File: src/rtl/d_ext_pipe.sv
// Decode-stage immediate extender (zero/sign/upper/branch) with a 2-entry skid FIFO.
// Optional accepted-transfer counter enabled by `D_EXT_PIPE_CNT_EN.
module d_ext_pipe #(
  parameter int unsigned IMM_W  = 16,
  parameter int unsigned DATA_W = 32
) (
  input  logic              clk,
  input  logic              reset,
  input  logic              flush,
  input  logic              in_valid,
  output logic              in_ready,
  input  logic [IMM_W-1:0]  in_imm,
  input  logic [1:0]        in_mode,
  output logic              out_valid,
  input  logic              out_ready,
  output logic [DATA_W-1:0] out_data,
  output logic [31:0]       ext_cnt
);

  localparam int unsigned PAD_W = DATA_W - IMM_W;

  logic [DATA_W-1:0] ext_c;
  logic [DATA_W-1:0] head_q;
  logic [DATA_W-1:0] tail_q;
  logic [1:0]        cnt_q;
  logic              acc_c;
  logic              iss_c;

  // Extension happens before storage so the FIFO holds final values.
  always_comb begin
    ext_c = '0;
    case (in_mode)
      2'd0:    ext_c = {{PAD_W{1'b0}}, in_imm};
      2'd1:    ext_c = {{PAD_W{in_imm[IMM_W-1]}}, in_imm};
      2'd2:    ext_c = {in_imm, {PAD_W{1'b0}}};
      default: ext_c = {{(PAD_W-2){in_imm[IMM_W-1]}}, in_imm, 2'b00};
    endcase
  end

  // Handshake flags decode only the occupancy register.
  assign in_ready  = (cnt_q != 2'd2);
  assign out_valid = (cnt_q != 2'd0);
  assign out_data  = out_valid ? head_q : '0;
  assign acc_c     = in_valid & in_ready;
  assign iss_c     = out_valid & out_ready;

  always_ff @(posedge clk or negedge reset) begin
    if (!reset) begin
      cnt_q  <= 2'd0;
      head_q <= '0;
      tail_q <= '0;
    end else if (flush) begin
      cnt_q <= 2'd0;
    end else begin
      case ({acc_c, iss_c})
        2'b10: begin
          if (cnt_q == 2'd0) begin
            head_q <= ext_c;
            cnt_q  <= 2'd1;
          end else begin
            tail_q <= ext_c;
            cnt_q  <= 2'd2;
          end
        end
        2'b01: begin
          if (cnt_q == 2'd2) head_q <= tail_q;
          cnt_q <= cnt_q - 2'd1;
        end
        // Accept and issue together only happens at one entry: replace the head.
        2'b11:   head_q <= ext_c;
        default: ;
      endcase
    end
  end

`ifdef D_EXT_PIPE_CNT_EN
  logic [31:0] ext_cnt_q;

  always_ff @(posedge clk or negedge reset) begin
    if (!reset) begin
      ext_cnt_q <= '0;
    end else if (acc_c && !flush) begin
      ext_cnt_q <= ext_cnt_q + 32'd1;
    end
  end

  assign ext_cnt = ext_cnt_q;
`else
  assign ext_cnt = '0;
`endif

endmodule

File: config.mk
export PLATFORM = sky130hd
export DESIGN_NAME = d_ext_pipe
export DESIGN_NICKNAME = d
export VERILOG_FILES = /design/src/rtl/d_ext_pipe.sv
export SDC_FILE = /design/constraint.sdc
export NUM_CORES = 1
export LEC_CHECK = 0
export BUFFER_PORTS_ARGS = -buffer_cell sky130_fd_sc_hd__buf_4
export CAP_MARGIN = 20
export CORE_MARGIN = 3
export CORE_UTILIZATION = 40
export CTS_CLUSTER_DIAMETER = 120
export CTS_CLUSTER_SIZE = 28
export DETAILED_ROUTE_END_ITERATION = 16
export GPL_ROUTABILITY_DRIVEN = 0
export MAX_ROUTING_LAYER = met4
export PLACE_DENSITY = 0.71
export SLEW_MARGIN = 15
export SYNTH_ARGS = -nofsm -noshare
export SYNTH_HDL_FRONTEND = slang
export SYNTH_SLANG_ARGS = --single-unit
File: constraint.sdc
create_clock -name clk -period 4 [get_ports clk]
set_input_delay 0.6 -clock clk [delete_from_list [all_inputs] [get_ports clk]]
set_output_delay 0.6 -clock clk [all_outputs]
set_load 0.005 [all_outputs]
## Word level (Yosys, flattened, before mapping)

Index checks and enable logic that the tools add are counted.

- Flip-flop bits (word level): 66
- Input bits: 23
- Output and inout bits: 66
- Logic and storage cells: 32

- $add $sub $neg: 1
- Equal/unequal tests: 9
- Multiplexer cells: 8
- Bitwise operators: 4
- Reduce and logical (&&, ||, !) cells: 7

Operators with widths:

| operator | number |
|---|---|
| $pmux 32 s3 | 2 |
| $mux 32 | 3 |
| $eq 2x2->1 const B | 4 |
| $ne 2x2->1 const B | 3 |
| $reduce_bool 3->1 | 2 |
| $eq 2x1->1 const B | 2 |
| $logic_not 2->1 | 2 |
| $mux 2 | 2 |
| $pmux 2 s2 | 1 |
| $reduce_and 4->1 | 1 |
| $reduce_and 3->1 | 1 |
| $and 1x1->1 | 2 |
| $not 1->1 | 2 |
| $reduce_bool 2->1 | 1 |
| $sub 2x1->2 const B | 1 |

## Longest topological paths before layout

- Depth after elaboration: 5
- Gate-level depth with buffers: 9
- Depth with buffers taken out: 6

## Least setup slack after synthesis

Ideal clock, no wire load.

- Path kind: register to register
- Start point: register cnt_q[0]
- End point: register tail_q[27]
- Setup time: 0.122 ns
- Arrival time: 1.678 ns
- Data required time: 3.878 ns
- Slack: 2.201 ns
- Cell stages (with the launch flop): 9
- Buffers on the path: 2
- Period minus slack after synthesis: 1.799 ns
- Cells stage by stage: dfrtp_1 > inv_1 > ha_1 > nand2b_4 > or4_4 > buf_6 > buf_6 > nand2_1 > o21ai_1

- Word-level cells in the longest chain between the ends: 4
- Elaborated cells between the ends (all ways): 8
- Those cells by class: eq/ne: 2; bitwise: 3; reduce/logical: 3

Ends and longest elaborated chain:

| item | RTL line | text |
|---|---|---|
| start: declaration | 25 | `logic [1:0] cnt_q;` |
| start signal: assignment | 67 | `cnt_q <= cnt_q - 2'd1;` |
| $ne 2x2->1 / $reduce_bool 2->1 (equally long branches) | 41, 42 |  |
| $and 1x1->1, on equally long branches | 44, 45 |  |
| $eq 2x2->1 | 55 | `case ({acc_c, iss_c})` |
| $reduce_and 3->1 (no source line) (*) | - |  |
| end signal: assignment | 61 | `tail_q <= ext_c;` |
| end: declaration | 24 | `logic [DATA_W-1:0] tail_q;` |

Every way passes the cells marked *; elsewhere a longest branch is shown, timed or not.
A chain may end at the register's enable or synchronous reset.

## Worst setup path after layout

- Start point: register cnt_q[0]
- End point: output port out_data[29]

- Word-level cells in the longest chain between the ends: 2

Ends and longest elaborated chain:

| item | RTL line | text |
|---|---|---|
| $reduce_bool 2->1 | 42 | `assign out_valid = (cnt_q != 2'd0);` |
| $mux 32 | 43 | `assign out_data = out_valid ? head_q : '0;` |
| end: declaration | 16 | `output logic [DATA_W-1:0] out_data,` |

No other way between the ends.

==> flow_summary.yaml <==
setup_path:
  cp_num_buf_inv: 3
  critPathMaxFanout: 20
  critical_path_class: "flop to output port"
  critical_path.startpoint_type: "flop"
  reg2reg_setup_slack_ns: 1.33
  slowest_stage: "ha_1"
  crit_top_cell: "buf_4"
  critPathMaxStageDelay_ns: 0.61
  crit_path_end_kind: "output port"
  critical_path.top_delay_family: "buffers and inverters"
  required_ns: 3.40
  cp.arrival_ns: 2.08
  cp_cell_sequence: "inv_1 -> ha_1 -> buf_4 -> nor2b_1 -> buf_4"
grt:
  grt_pass1_wl_mm: 13.4
  antenna_found_initial: 0
  grt_overflow: 0
  grt_max_degree: 67
  grt_pass1_vias: 2820
  grt.total_usage_pct: 16.6
floorplan:
  io_pins: 89
  num_rows: 34
  dieWidth_um: 103
  core_area_mm2: 0.00898
  die_h_um: 103
  initial_core_util_pct: 42.2
  die-area_mm2: 0.0107
synthesis:
  yosysUniqueCellTypes: 35
  synth_area_mm2: 0.00379
  yosysWarnings: 0
  synth_edf_count: 0
  synth_area_leaders: "dfrtp_1 (44%), nand2_1 (6.6%), o21ai_2 (6.5%), buf_4 (6.3%), nor2b_1 (5.8%)"
  ys_seq_area_share_pct: 43.5
  avgSynthCellArea_um2: 9.12
  ys_seq_elements: 66
  postSynth.asyncResetShare_pct: 100
  synth_flop_cell: "dfrtp_1"
  syn_inst: 416
  synth_top_area_share_pct: 43.5
  synth_top_cell_by_area: "dfrtp_1"
drt:
  wl_per_cell_um: 14.0
  drc: 0
  vias_per_cell: 4.84
  vias: 2840
  drt.antenna.violating_nets: 0
  dr.pass1.iters: 4
  drt_iter0_markers: 125
  wirelength_mm: 8.25
pwr:
  p_seq_share_pct: 41.2
  p_sw_share_pct: 34.8
  power_leakage_nw: 2.03
  clockPowerShare_pct: 20.8
  net-switching-power_uw: 957
  ir_drop_v: 0.000253
  power.density_mw_per_mm2: 640
  p_comb_share_pct: 38.0
  p_int_mw: 1.79
cts:
  cts-resized-gates: 0
  cts_made_buffers: 9
  hold_buffers: 0
  cts_root_buf: "clkbuf_8"
  cts_num_sinks: 66
  clkLatencyLatePin_ns: 0.34
  cts_buffer_depth: 2
  cts-htree-levels: 3
  cts_setup_buffers: 0
  tritoncts: "built"
  clk_pin_slew_ns: 0.07
layout:
  drive_gt1_share_pct: 25.2
  multiInputGateArea_mm2: 0.00178
  nets: 482
  final-seq-area_mm2: 0.00165
  antenna_cells: 0
  num-fill-cells: 863
  area_growth_pct: 13.3
sta:
  fin_setup_tns_ns: 0
  drv_slew: 0
  clock_skew_ns: 0.00453
  post-route-min-period_ns: 2.68
  max_freq_mhz: 373
  period_share_pct: 67.1
  tightestPinTransition_ns: 0.888
  grt_setup_unrepaired: "false"
  maxSlewHeadroom_pct: 40.7
  hold_viol_final: 0
  setup_viol: 0
  timing.hold.ws_ns: 0.362
outcome:
  status: "finished, final reports clean"
run:
  cap_violations: 0
placed_design:
  numPortBuffers: 56
  dp_hpwl_mm: 5.62
hold_path:
  hp-class: "primary input to async pin"
layer usage:
| layer | GRT usage [%] | share of wire, % | up-vias | wire length, um |
|---|---|---|---|---|
| met3 | 3.02 | 5.5 | 13 | 451 |
| met5 | - | 0 | - | 0 |
| met1 | 22.2 | 45 | 1340 | 3710 |
| met2 | 25.2 | 48 | 82 | 3960 |
| met4 | 6.27 | 1.4 | 0 | 119 |
| li1 | - | - | 1405 | - |
stage by stage:
stage	power, mW	worst slack (ns)	area, um2	cells	utilization [%]
finish	2.75	1.32	4300	587	47.9
global route	2.99	1.12	4300	587	47.9
CTS	2.78	1.30	4300	587	47.9
detailed placement	2.20	1.34	4100	571	45.7
global placement	2.16	1.51	4100	571	45.7
floorplan	1.87	2.20	3910	447	-
worst paths after layout:
kind	startpoint	endpoint	depth (start not counted)
min reg2reg	tail_q[1]	tail_q[1]	2
min in group clk	flush	cnt_q[0]	2
max reg2reg	cnt_q[0]	head_q[26]	7
max	cnt_q[0]	out_data[29]	5
max in group asynchronous	reset	head_q[1]	1
min	reset	head_q[13]	1
flip-flops by register name (all words and copies together) (netlist names):
register  flops
head_q       32
tail_q       32
cnt_q         2
synthesized netlist by cell type, types with 3 or more instances:
cell	n
dfrtp_1	66
ha_1	3
a21oi_1	21
mux2_2	13
buf_6	8
o21ai_2	28
clkbuf_1	12
nor2_1	17
o21ai_1	6
a22oi_1	14
buf_2	7
nor2b_1	35
nand2_1	67
o21ai_0	15
and2_1	18
inv_1	18
o31ai_1	15
buf_4	32
power groups by stage:
stage / Sequential [mW] / Combinational [mW] / Clock, mW
floorplan: 1.10 / 0.770 / 0
global placement: 1.14 / 1.02 / 0
detailed placement: 1.15 / 1.06 / 0
CTS: 1.14 / 1.06 / 0.582
global route: 1.18 / 1.20 / 0.609
finish: 1.13 / 1.04 / 0.571
cells in the final DEF, fill, tap and decap left out, drive strengths merged, types with 13 or more instances in the layout:
cell type  instances
dfrtp             66
a21oi             21
nor2b             35
o21ai             49
buf               58
inv               18
o31ai             15
a22oi             14
and2              18
nor2              17
mux2              13
clkbuf            14
conb              32
nand2             68
logic make-up after synthesis:
kind of cell,Yosys count,synth area share [%]
flip-flops,66,43.5
multiplexers,14,4.12
buffers and inverters,79,12.8
adder cells (fa/ha/maj),3,0.990
AND/OR/NAND/NOR,147,19.1
other,1,0.0989
AO/OA/AOI/OAI,106,19.3
area by class of cell:
class | count | area share (%)
Clock buffer | 14 | 3.79
Clock inverter | 2 | 0.816
Sequential cell | 66 | 38.5
Tap cell | 126 | 3.67
Multi-Input combinational cell | 302 | 41.5
Inverter | 19 | 1.66
Timing Repair Buffer | 58 | 10.1
(Power assumes the default switching activity.)
